--- config.mk ---
export PLATFORM = sky130hd
export DESIGN_NAME = cpu_multicycle
export DESIGN_NICKNAME = d
export VERILOG_FILES = /design/src/rtl/cpu_multicycle.sv
export SDC_FILE = /design/constraint.sdc
export NUM_CORES = 1
export LEC_CHECK = 0
export ABC_AREA = 1
export BUFFER_PORTS_ARGS = -buffer_cell sky130_fd_sc_hd__clkbuf_2
export CAP_MARGIN = 25
export CORE_MARGIN = 2
export CORE_UTILIZATION = 40
export DETAILED_ROUTE_END_ITERATION = 7
export SETUP_SLACK_MARGIN = 0.02
export SLEW_MARGIN = 20
export SYNTH_ARGS = -nofsm -noshare
export SYNTH_HDL_FRONTEND = slang
export SYNTH_SLANG_ARGS = --single-unit
--- constraint.sdc ---
create_clock -name CLK -period 2.9 [get_ports CLK]
set_input_delay 0.87 -clock CLK [delete_from_list [all_inputs] [get_ports CLK]]
set_output_delay 0.87 -clock CLK [all_outputs]
set_load 0.05 [all_outputs]
--- src/rtl/cpu_multicycle.sv ---
// rtl/cpu_multicycle.sv - multi-cycle FETCH/DECODE/EXEC/MEM/WB CPU core with busywait memory handshakes.
// Optional CPU_ILLEGAL_HALT_EN: unknown opcodes stop the core in HALT instead of acting as nop.
module cpu_multicycle #(
    parameter int DATA_W = 8,
    parameter int NREG   = 8,
    parameter int PC_W   = 32
) (
    input  logic              CLK,
    input  logic              RESET,
    input  logic [31:0]       INSTRUCTION,
    input  logic              IBUSYWAIT,
    output logic [PC_W-1:0]   PC,
    output logic              IREAD,
    input  logic [DATA_W-1:0] READDATA,
    input  logic              BUSYWAIT,
    output logic              READ,
    output logic              WRITE,
    output logic [DATA_W-1:0] ADDRESS,
    output logic [DATA_W-1:0] WRITEDATA,
    output logic              HALTED
);
    localparam int RW = (NREG > 1) ? $clog2(NREG) : 1;

    localparam logic [7:0] OP_LOADI = 8'd0,  OP_MOV = 8'd1,  OP_ADD = 8'd2,  OP_SUB = 8'd3;
    localparam logic [7:0] OP_AND   = 8'd4,  OP_OR  = 8'd5,  OP_J   = 8'd6,  OP_BEQ = 8'd7;
    localparam logic [7:0] OP_LWD   = 8'd8,  OP_LWI = 8'd9,  OP_SWD = 8'd10, OP_SWI = 8'd11;
    localparam logic [7:0] OP_BNE   = 8'd12, OP_SLL = 8'd13, OP_SRL = 8'd14, OP_SRA = 8'd15;

    typedef enum logic [2:0] {
        S_FETCH,
        S_DECODE,
        S_EXEC,
        S_MEM,
`ifdef CPU_ILLEGAL_HALT_EN
        S_HALT,
`endif
        S_WB
    } state_t;

    state_t            state_q, state_d;
    logic [PC_W-1:0]   pc_q, pc_d;
    logic [31:0]       ir_q, ir_d;
    logic [DATA_W-1:0] a_q, a_d, b_q, b_d, imm_q, imm_d;
    logic [DATA_W-1:0] addr_q, addr_d, wdata_q, wdata_d, mdr_q, mdr_d;
    logic              taken_q, taken_d;
    logic [DATA_W-1:0] rf_q [NREG];
    logic [DATA_W-1:0] rf_d [NREG];

    logic [7:0]        op, shamt;
    logic [RW-1:0]     dst, src1, src2;
    logic [PC_W-1:0]   off_ext, pc_seq, pc_branch;
    logic [DATA_W-1:0] diff, alu;
    logic              is_load, is_store, is_mem, illegal, reg_we, taken;
    logic              unused_fields;

    assign op        = ir_q[31:24];
    assign dst       = ir_q[16 +: RW];
    assign src1      = ir_q[8 +: RW];
    assign src2      = ir_q[0 +: RW];
    assign shamt     = ir_q[7:0];
    assign unused_fields = ^ir_q;

    assign is_load   = (op == OP_LWD) || (op == OP_LWI);
    assign is_store  = (op == OP_SWD) || (op == OP_SWI);
    assign is_mem    = is_load || is_store;
    assign illegal   = (op > OP_SRA);
    assign reg_we    = (op <= OP_OR) || is_load || (op >= OP_SLL && op <= OP_SRA);

    // Branch offset counts words relative to the following instruction.
    assign off_ext   = PC_W'($signed(ir_q[23:16]));
    assign pc_seq    = pc_q + PC_W'(4);
    assign pc_branch = pc_seq + (off_ext << 2);
    assign diff      = a_q - b_q;

    always_comb begin
        alu   = '0;
        taken = 1'b0;
        case (op)
            OP_LOADI: alu = imm_q;
            OP_MOV:   alu = a_q;
            OP_ADD:   alu = a_q + b_q;
            OP_SUB:   alu = diff;
            OP_AND:   alu = a_q & b_q;
            OP_OR:    alu = a_q | b_q;
            OP_J:     begin alu = diff; taken = 1'b1; end
            OP_BEQ:   begin alu = diff; taken = (diff == '0); end
            OP_BNE:   begin alu = diff; taken = (diff != '0); end
            OP_LWD, OP_SWD: alu = b_q;
            OP_LWI, OP_SWI: alu = imm_q;
            OP_SLL:   alu = a_q << shamt;
            OP_SRL:   alu = a_q >> shamt;
            OP_SRA:   alu = $unsigned($signed(a_q) >>> shamt);
            default:  alu = '0;
        endcase
    end

    always_comb begin
        state_d = state_q;
        pc_d    = pc_q;
        ir_d    = ir_q;
        a_d     = a_q;
        b_d     = b_q;
        imm_d   = imm_q;
        addr_d  = addr_q;
        wdata_d = wdata_q;
        mdr_d   = mdr_q;
        taken_d = taken_q;
        rf_d    = rf_q;
        case (state_q)
            S_FETCH: begin
                if (!IBUSYWAIT) begin
                    ir_d    = INSTRUCTION;
                    state_d = S_DECODE;
                end
            end
            S_DECODE: begin
                a_d     = rf_q[src1];
                b_d     = rf_q[src2];
                imm_d   = DATA_W'(ir_q[7:0]);
                state_d = S_EXEC;
            end
            S_EXEC: begin
                addr_d  = alu;
                wdata_d = a_q;
                taken_d = taken;
                if (is_mem)
                    state_d = S_MEM;
`ifdef CPU_ILLEGAL_HALT_EN
                else if (illegal)
                    state_d = S_HALT;
`endif
                else
                    state_d = S_WB;
            end
            S_MEM: begin
                if (!BUSYWAIT) begin
                    if (is_load)
                        mdr_d = READDATA;
                    state_d = S_WB;
                end
            end
            S_WB: begin
                if (reg_we && !illegal)
                    rf_d[dst] = is_load ? mdr_q : addr_q;
                pc_d    = taken_q ? pc_branch : pc_seq;
                state_d = S_FETCH;
            end
`ifdef CPU_ILLEGAL_HALT_EN
            S_HALT: state_d = S_HALT;
`endif
            default: state_d = S_FETCH;
        endcase
    end

    always_ff @(posedge CLK) begin
        if (RESET) begin
            state_q <= S_FETCH;
            pc_q    <= '0;
            ir_q    <= '0;
            a_q     <= '0;
            b_q     <= '0;
            imm_q   <= '0;
            addr_q  <= '0;
            wdata_q <= '0;
            mdr_q   <= '0;
            taken_q <= 1'b0;
            for (int i = 0; i < NREG; i++)
                rf_q[i] <= '0;
        end else begin
            state_q <= state_d;
            pc_q    <= pc_d;
            ir_q    <= ir_d;
            a_q     <= a_d;
            b_q     <= b_d;
            imm_q   <= imm_d;
            addr_q  <= addr_d;
            wdata_q <= wdata_d;
            mdr_q   <= mdr_d;
            taken_q <= taken_d;
            rf_q    <= rf_d;
        end
    end

    // Requests are masked by RESET so they read 0 for the whole reset cycle.
    assign PC        = pc_q;
    assign IREAD     = (state_q == S_FETCH) && !RESET;
    assign READ      = (state_q == S_MEM) && is_load && !RESET;
    assign WRITE     = (state_q == S_MEM) && is_store && !RESET;
    assign ADDRESS   = addr_q;
    assign WRITEDATA = wdata_q;
`ifdef CPU_ILLEGAL_HALT_EN
    assign HALTED    = (state_q == S_HALT);
`else
    assign HALTED    = 1'b0;
`endif
endmodule

==> results.md, run 1 <==
Synth:
- The share of synthesized cell area in and, or, nand and nor gates is 0.274.
- Measured against the total synthesized area, the mux share comes to 0.
- The cell area after synthesis is 12300 sq um.
- The synthesis warning total is 0.
- The most used flip-flop cell after synthesis is sky130_fd_sc_hd__dfxtp_1.
- The number of synthesized register bits is between 150 and 200.
- The post-synthesis adder-cell area fraction is 0.0658.
- The number of distinct library cell variants in the gate-level netlist after synthesis is 49.
- The compound-gate portion of the synthesized area is 0.246.
- In this run, synthesis inferred 0 flip-flops with an integrated enable.
- The post-synthesis async set-or-reset flop share is 0.
- By area, the combinational part of the netlist is dominated by simple AND/OR/NAND/NOR gates.
- The xor and xnor fraction of the mapped netlist area is 0.0263.
- The synthesized area per cell is 6.28 sq um.
- The synthesized instance count is 1962.
- The sequential-to-total area share from yosys stat is 0.281.

Setup path:
- STA classifies the critical path startpoint as a register.
- The capture instance of the worst register-to-register path is PC[18].
- The worst register-to-register path has a depth of 16.
- Setup slack on the worst reg-to-reg path comes out at -0.04 ns.
- The origin of the critical flop-to-flop path is PC[3].
- Data on the critical path arrives at its endpoint at around 3.3 ns.
- The worst setup path is captured at a register.
- Of all nets on the critical path, the largest fanout is 5.
- The path type of the worst setup path is register to register.
- The critical path data required time is roughly 3.3 ns.

Placed design:
- The HPWL after detailed placement is around 34 mm.
- The cell area after placement is roughly 14000 sq um.
- The routability congestion estimate from global placement is between 0.9 and 1.
- The number of I/O port buffers is 87.

GRT:
- The residual overflow from global routing is 0.
- The first global-routing pass estimated roughly 72 mm of wire.
- Entering global routing, the biggest net connects 45 pins.
- The via count of the first global-routing pass is between 10000 and 15000.
- The number of antenna violations at the first check in global routing was 1.
- For this run, the total global-route usage over all layers was measured as 0.279.

Power:
- Cell internal power was estimated by the tool at ~4.6 mW.
- IR analysis of the VDD net gives a maximum drop of ~450 uV.
- Of the total power, the clock network draws 0.330.
- The net switching power is 2.78 mW.
- Power spread over the standard cell area amounts to between 400 and 500 nW/um^2.
- Of the total power, the share spent switching nets is 0.375.
- The share of total power in sequential cells is 0.355.
- The share of total power dissipated in combinational logic is 0.315.
- The static leakage is approximately 6.9 nW.

Timing:
- The worst clock skew is around 0.016 ns.
- The maximum clock rate is around 340 MHz.
- The setup slack of the critical path after layout is -0.0427 ns.
- The actual transition at the worst max-transition pin is around 0.91 ns.
- The worst-case headroom to the max-slew limit is 0.390.
- Setup repair after global routing could not meet its margin everywhere.
- The final-report hold violation count came to 0.
- Setup violations remaining at the end of the flow were counted as 5.
- The final critical-path required period is just under 3 ns.
- The number of max-slew violations in the final report was 0.
- The share of the clock period used by the worst path is 1.01.

Clocking:
- The TritonCTS clock tree is built.
- The clock tree root driver cell is sky130_fd_sc_hd__clkbuf_16.
- The latest clock arrival within the worst-skew pair is approximately 0.45 ns.
- The H-tree was split into 4 levels.
- The CTS buffer count is 17.
- After clock tree synthesis, the flow added hold-fix buffers numbering 0.
- The register clock-pin slew on the reported worst setup and hold paths is about 0.07 ns.
- The clock sink count is 173.
- The longest clock path from root to sink contains 2 buffers.

Floorplan:
- The number of placement rows is 64.
- After floorplanning, the core was sized to cover a little over 30000 sq um.
- The chip height is between 150 and 200 um.
- The die covers ~32000 sq um.
- The initial core utilization is 0.405.
- The width of the die is 180 um.
- The I/O pin total is 96.

Finish:
- After filler insertion, the fill cell instance count of the layout stands at 3094.
- Of the cells placed in the final design, the portion with a size suffix greater than 1 is 0.246.
- The post-synthesis to final-layout area growth is 29.6%.
- For this run, the post-layout net count is 2273.
- The utilization after layout is 0.525.
- Leaving out fill and tap cells, the most frequent cells in the layout are sky130_fd_sc_hd__nand2_1 (357), sky130_fd_sc_hd__a21oi_1 (264), sky130_fd_sc_hd__inv_1 (226), sky130_fd_sc_hd__o21ai_0 (226), sky130_fd_sc_hd__buf_4 (177).
- The final design area excluding fillers is 16000 sq um.
- The number of antenna diodes is 0.
- The library cell used most frequently in the layout, excluding fill and tap cells, is sky130_fd_sc_hd__nand2_1.

Detailed routing:
- The final routed DRC violation total is 0.
- After detailed routing, the number of vias per cell comes to approximately 5.5.
- Once detail routing completed, the nets flagged for antenna violations numbered 0.
- The first detailed-routing pass took 5 iterations.
- For this block, the initial DRC count from the detailed router was approximately 1300.
- The highest metal layer with signal wires is met5.
- The final wirelength is 46.5 mm.
- The routed layout has 14042 vias.
- The routed design uses 2.57 mm of met3 wire.
- The routed metal-1 wirelength is a little under 20 mm.
- The average wire length per cell after detail routing is around 18 um.
- Summed over all nets, wire length on met2 after detailed routing comes to approximately 22 mm.

Hold path:
- The end of the worst hold path is mdr_q[1].
- The worst hold path passes through 2 cells.
- In this run the most critical hold path is launched from mdr_q[1].
- The path type of the worst min-delay path is register to register.

Flow run:
- The number of max-cap violations is 0.

Outcome:
- The checks that failed: setup timing.
- The flow ran to the end, but the final reports show violations.
-- timing repair --
| item | 4_1_cts | 5_1_grt |
|---|---|---|
| endpoints found under the setup margin | 20 | 25 |
| pin swaps | 6 | 64 |
| resized for setup | 44 | 199 |
| setup buffers | 6 | 9 |
-- metal layers --
metal  up-vias  global-route usage
met5         -                   0
li1       6945                   -
met1      6515               0.361
met4         2               0.124
met3        96              0.0278
met2       484               0.470
-- registers in the layout (all words and copies together), names as in the netlist --
| signal | flops |
|---|---|
| WRITEDATA | 8 |
| imm_q | 8 |
| taken_q | 1 |
| ADDRESS | 8 |
| ir_q | 27 |
| a_q | 8 |
| PC | 30 |
| rf_q | 64 |
| mdr_q | 8 |
| b_q | 8 |
| state_q | 3 |
-- cell families (layout without fill, tap and decap cells) --
| group | after synthesis | in the layout |
|---|---|---|
| AO/OA/AOI/OAI | 585 | 585 |
| flip-flops | 173 | 173 |
| XOR/XNOR | 37 | 37 |
| other | 1 | 3 |
| buffers and inverters | 331 | 546 |
| AND/OR/NAND/NOR | 772 | 772 |
| adder cells (fa/ha/maj) | 63 | 63 |
-- worst max-delay path, cell delays in order (launching register included) --
cell and delay [ns]:
sky130_fd_sc_hd__dfxtp_4 0.41, sky130_fd_sc_hd__ha_4 0.15, sky130_fd_sc_hd__inv_2 0.04, sky130_fd_sc_hd__nor4_4 0.32, sky130_fd_sc_hd__nand4_1 0.16, sky130_fd_sc_hd__xor2_1 0.23
sky130_fd_sc_hd__inv_1 0.13, sky130_fd_sc_hd__ha_4 0.33, sky130_fd_sc_hd__nand2_4 0.08, sky130_fd_sc_hd__nor2_4 0.10, sky130_fd_sc_hd__inv_1 0.07, sky130_fd_sc_hd__nor3_2 0.21
sky130_fd_sc_hd__nand2_1 0.10, sky130_fd_sc_hd__nand2_2 0.10, sky130_fd_sc_hd__xor2_2 0.21, sky130_fd_sc_hd__o21ai_2 0.10, sky130_fd_sc_hd__a21oi_2 0.14
-- Yosys cell counts, drive strengths merged (5+ instances only) --
cell type / number / area share
nand3: 153 / 0.063
xor2: 26 / 0.018
a21oi: 293 / 0.12
nand4: 30 / 0.015
o211ai: 7 / 0.0043
nor2: 128 / 0.042
clkbuf: 66 / 0.021
nor3: 27 / 0.012
o21ai: 252 / 0.10
nand2: 412 / 0.13
nand3b: 5 / 0.0030
dfxtp: 173 / 0.28
or2: 7 / 0.0036
inv: 240 / 0.073
ha: 60 / 0.061
a31oi: 9 / 0.0046
xnor2: 11 / 0.0078
buf: 21 / 0.011
o21bai: 8 / 0.0049
-- worst max-delay path by stage --
stage	start	to	depth (start not counted)
finish	PC[3]	PC[18]	16
global route	PC[3]	PC[18]	16
CTS	PC[2]	PC[31]	24
detailed placement	PC[3]	PC[31]	23
global placement	PC[3]	PC[31]	21
floorplan	RESET	WRITE	2
-- power by group through the flow --
stage,Combinational (mW),Clock (mW),Sequential [mW]
floorplan,1.33,0,2.75
detailed placement,2.14,0,2.68
finish,2.34,2.45,2.64
global placement,2.12,0,2.68
CTS,2.18,2.49,2.63
global route,2.56,2.59,2.65
-- final cells by class --
type | instances | area (sq um) | share of cell area
Sequential cell | 173 | 3490 | 0.219
Inverter | 244 | 917 | 0.0574
Timing Repair Buffer | 270 | 1890 | 0.118
Multi-Input combinational cell | 1460 | 8570 | 0.536
Tap cell | 396 | 495 | 0.0310
Clock inverter | 13 | 181 | 0.0114
Clock buffer | 19 | 433 | 0.0271
-- stage by stage --
stage          power [mW]  instances  hold slack [ns]  worst slack (ns)  setup TNS, ns
2_1_floorplan        4.08       1964            0.428          -0.00690       -0.00690
6_report             7.43       2575            0.452           -0.0427        -0.0823
3_5_place_dp         4.82       2528            0.444            -0.215          -2.36
4_1_cts              7.30       2566            0.455           -0.0212        -0.0212
5_1_grt              7.81       2575            0.477            -0.187          -2.45
3_3_place_gp         4.80       2528            0.437            -0.193          -1.70
Power figures use the tool's default switching activity.
==> run 2: changes to the inputs <==
Settings changed: PLACE_DENSITY_LB_ADDON from default to 0.3.
Clock period 2.9 ns to 2.56 ns, I/O delays scaled along.
==> results.md, run 2 (synthesis gave the netlist of run 1 again) <==
Placed design:
- The routability congestion estimate from global placement is between 0.9 and 1.
- In this run the cell area measured after placement is between 10000 and 15000 sq um.
- The placed wire-length estimate after detailed placement is 35.4 mm.
- The number of I/O port buffers is 87.
- The cell total after placement is around 2600.

Setup path:
- STA classifies the critical path startpoint as a register.
- The worst register-to-register path has a setup slack of -0.34 ns.
- The path type of the worst setup path is register to register.
- Measured in cells, the most critical reg-to-reg path has a length of 17.
- Of all nets on the critical path, the largest fanout is 4.
- Data arrives at the worst endpoint at 3.26 ns.
- The origin of the critical flop-to-flop path is PC[12].
- Data on the critical path is required at its endpoint by roughly 3 ns.
- The worst register-to-register path ends at PC[19].
- STA classifies the critical path endpoint as a register.

Clocking:
- The clock sink count is around 170.
- Clock-pin slew was measured on the worst setup and hold paths at approximately 0.08 ns.
- The CTS H-tree depth is 4.
- The number of hold buffers added after CTS is 0.
- The CTS buffer count is 17.
- The later pin in the worst-skew pair is clocked with a latency of around 0.45 ns.
- The clock tree root driver cell is sky130_fd_sc_hd__clkbuf_16.
- The TritonCTS clock tree is built.
- The maximum root-to-sink buffer count is 2.

Detailed routing:
- The number of DRC markers in iteration 0 is 1500.
- The first TritonRoute pass finished after 6 iterations.
- In the final routed layout, each cell accounts on average for between 15 and 20 um.
- The overall via count from detail_route is ~14000.
- After detailed routing, the number of vias per cell comes to about 5.5.
- The number of antenna-violating nets in the routed design is 0.
- After detailed routing, the number of remaining DRC violations is 0.
- The final wirelength is roughly 48 mm.

Hold path:
- The worst hold path terminates at mdr_q[6].
- The hold path startpoint is mdr_q[6].
- The path type of the worst min-delay path is register to register.
- The cell count of the worst hold path is 2.

Floorplan:
- The I/O pin total is 96.
- The floorplan step defined a die boundary enclosing between 30000 and 40000 sq um.
- The number of placement rows is 64.
- The die is ~180 um tall.
- The initial core utilization is 0.405.
- The placeable core region is around 30000 sq um.
- In this run the horizontal extent of the chip is approximately 180 um.

GRT:
- The first global-routing pass estimated ~73 mm of wire.
- The number of antenna violations at the first check in global routing was 0.
- The via count of the first global-routing pass is 13426.
- The overall track demand over capacity in global routing is 0.285.
- Entering global routing, the biggest net connects 56 pins.
- The residual overflow from global routing is 0.

Timing:
- The worst-case headroom to the max-slew limit is 0.475.
- Counting I/O delays and the setup requirement, the final critical path takes between 2 and 3 ns.
- The number of max-slew violations in the final report is 0.
- Setup repair after global routing could not meet its margin everywhere.
- The maximum clock rate is between 300 and 400 MHz.
- The worst clock skew is between 0.01 and 0.015 ns.
- The final total negative setup slack is -4.73 ns.
- For the pin with the worst max-slew slack, the measured transition is around 0.79 ns.
- Across all setup checks in the final design, the least slack found is -0.337 ns.
- Dividing the final minimum period by the clock period gives 1.13.
- The final count of negative-setup-slack endpoints is 22.
- The final-report hold violation count is 0.

Finish:
- The number of antenna diodes is 0.
- The register with the most flip-flops in the final layout is rf_q.
- The net count of the finished layout is ~2300.
- The finished layout holds between 2000 and 3000 standard cells, fillers aside.
- The final design area excluding fillers is between 15000 and 20000 sq um.
- From synthesis to final layout, the design area changed by 36.8%.
- Of the cells placed in the final design, the portion with a size suffix greater than 1 is 0.292.
- In the layout the commonest cells are sky130_fd_sc_hd__nand2_1 (342), sky130_fd_sc_hd__a21oi_1 (260), sky130_fd_sc_hd__inv_1 (219), sky130_fd_sc_hd__o21ai_0 (219), sky130_fd_sc_hd__buf_4 (210).
- The library cell used most frequently in the layout, excluding fill and tap cells, is sky130_fd_sc_hd__nand2_1.
- The flip-flop count of the largest register, all copies and words added is 64.
- For this run, the share of the core covered by cells in the final layout is 0.554.

Flow run:
- The number of max-cap violations is 0.

Outcome:
- The run finished, with violations left.
- The checks that failed: setup timing.

Power:
- Dividing total power by cell area gives a power density of approximately 510 nW/um^2.
- The static leakage is approximately 7.4 nW.
- VDD sags by at most between 300 and 400 uV.
==> run 2: worst max path at each step <==
stage	start	end	slack [ns]	cells after the start
floorplan	RESET	WRITE	-0.14	2
global placement	PC[3]	PC[22]	-0.34	16
detailed placement	PC[12]	PC[26]	-0.38	15
CTS	PC[3]	PC[27]	-0.29	20
global route	PC[3]	PC[19]	-0.46	16
finish	PC[12]	PC[19]	-0.34	17
==> run 2: cell type report <==
cell class	count	area, sq um
tap	396	495
fill	2871	13600
inverter	244	920
timing repair buffer	315	2300
clock inverter	14	173
clock buffer	18	439
multi-input combinational	1460	8990
sequential	173	3540
==> run 2: report_power, final <==
group | switching [mW] | internal [mW] | leakage (nW) | total [mW]
Sequential | 0.150 | 2.83 | 1.42 | 2.98
Combinational | 1.91 | 1.02 | 5.63 | 2.92
Clock | 1.32 | 1.43 | 0.298 | 2.75
Total | 3.38 | 5.28 | 7.35 | 8.66
==> run 2: per-layer routing <==
layer / GRT usage / up-vias / share of wire
met1: 0.367 / 6571 / 0.42
met3: 0.0304 / 132 / 0.062
li1: - / 7033 / -
met2: 0.479 / 592 / 0.48
met4: 0.133 / 0 / 0.043
met5: 0 / - / 0
==> run 2: worst max-delay path: stages, from the launching register on <==
cell,delay (ns)
sky130_fd_sc_hd__dfxtp_4,0.36
sky130_fd_sc_hd__buf_6,0.10
sky130_fd_sc_hd__nand4_1,0.18
sky130_fd_sc_hd__buf_4,0.20
sky130_fd_sc_hd__nor2_4,0.17
sky130_fd_sc_hd__xnor2_1,0.15
sky130_fd_sc_hd__inv_1,0.11
sky130_fd_sc_hd__ha_1,0.34
sky130_fd_sc_hd__nand2_2,0.14
sky130_fd_sc_hd__inv_1,0.05
sky130_fd_sc_hd__nand2_1,0.06
sky130_fd_sc_hd__nand2_1,0.09
sky130_fd_sc_hd__nand2_1,0.10
sky130_fd_sc_hd__nand3_2,0.08
sky130_fd_sc_hd__nand3b_1,0.24
sky130_fd_sc_hd__a21oi_1,0.18
sky130_fd_sc_hd__o21ai_1,0.11
sky130_fd_sc_hd__a21oi_2,0.15
==> run 2: repair_timing <==
item,CTS,global route
buffers inserted,9,11
setup endpoints to repair,27,30
resized for setup,128,161
pin swaps,64,81
==> run 2: stage by stage <==
step	setup WS (ns)	hold WS [ns]	total power, mW
2_1_floorplan	-0.143	0.428	4.66
3_3_place_gp	-0.342	0.438	5.61
3_5_place_dp	-0.382	0.442	5.63
4_1_cts	-0.289	0.453	8.48
5_1_grt	-0.456	0.466	9.08
6_report	-0.337	0.452	8.66
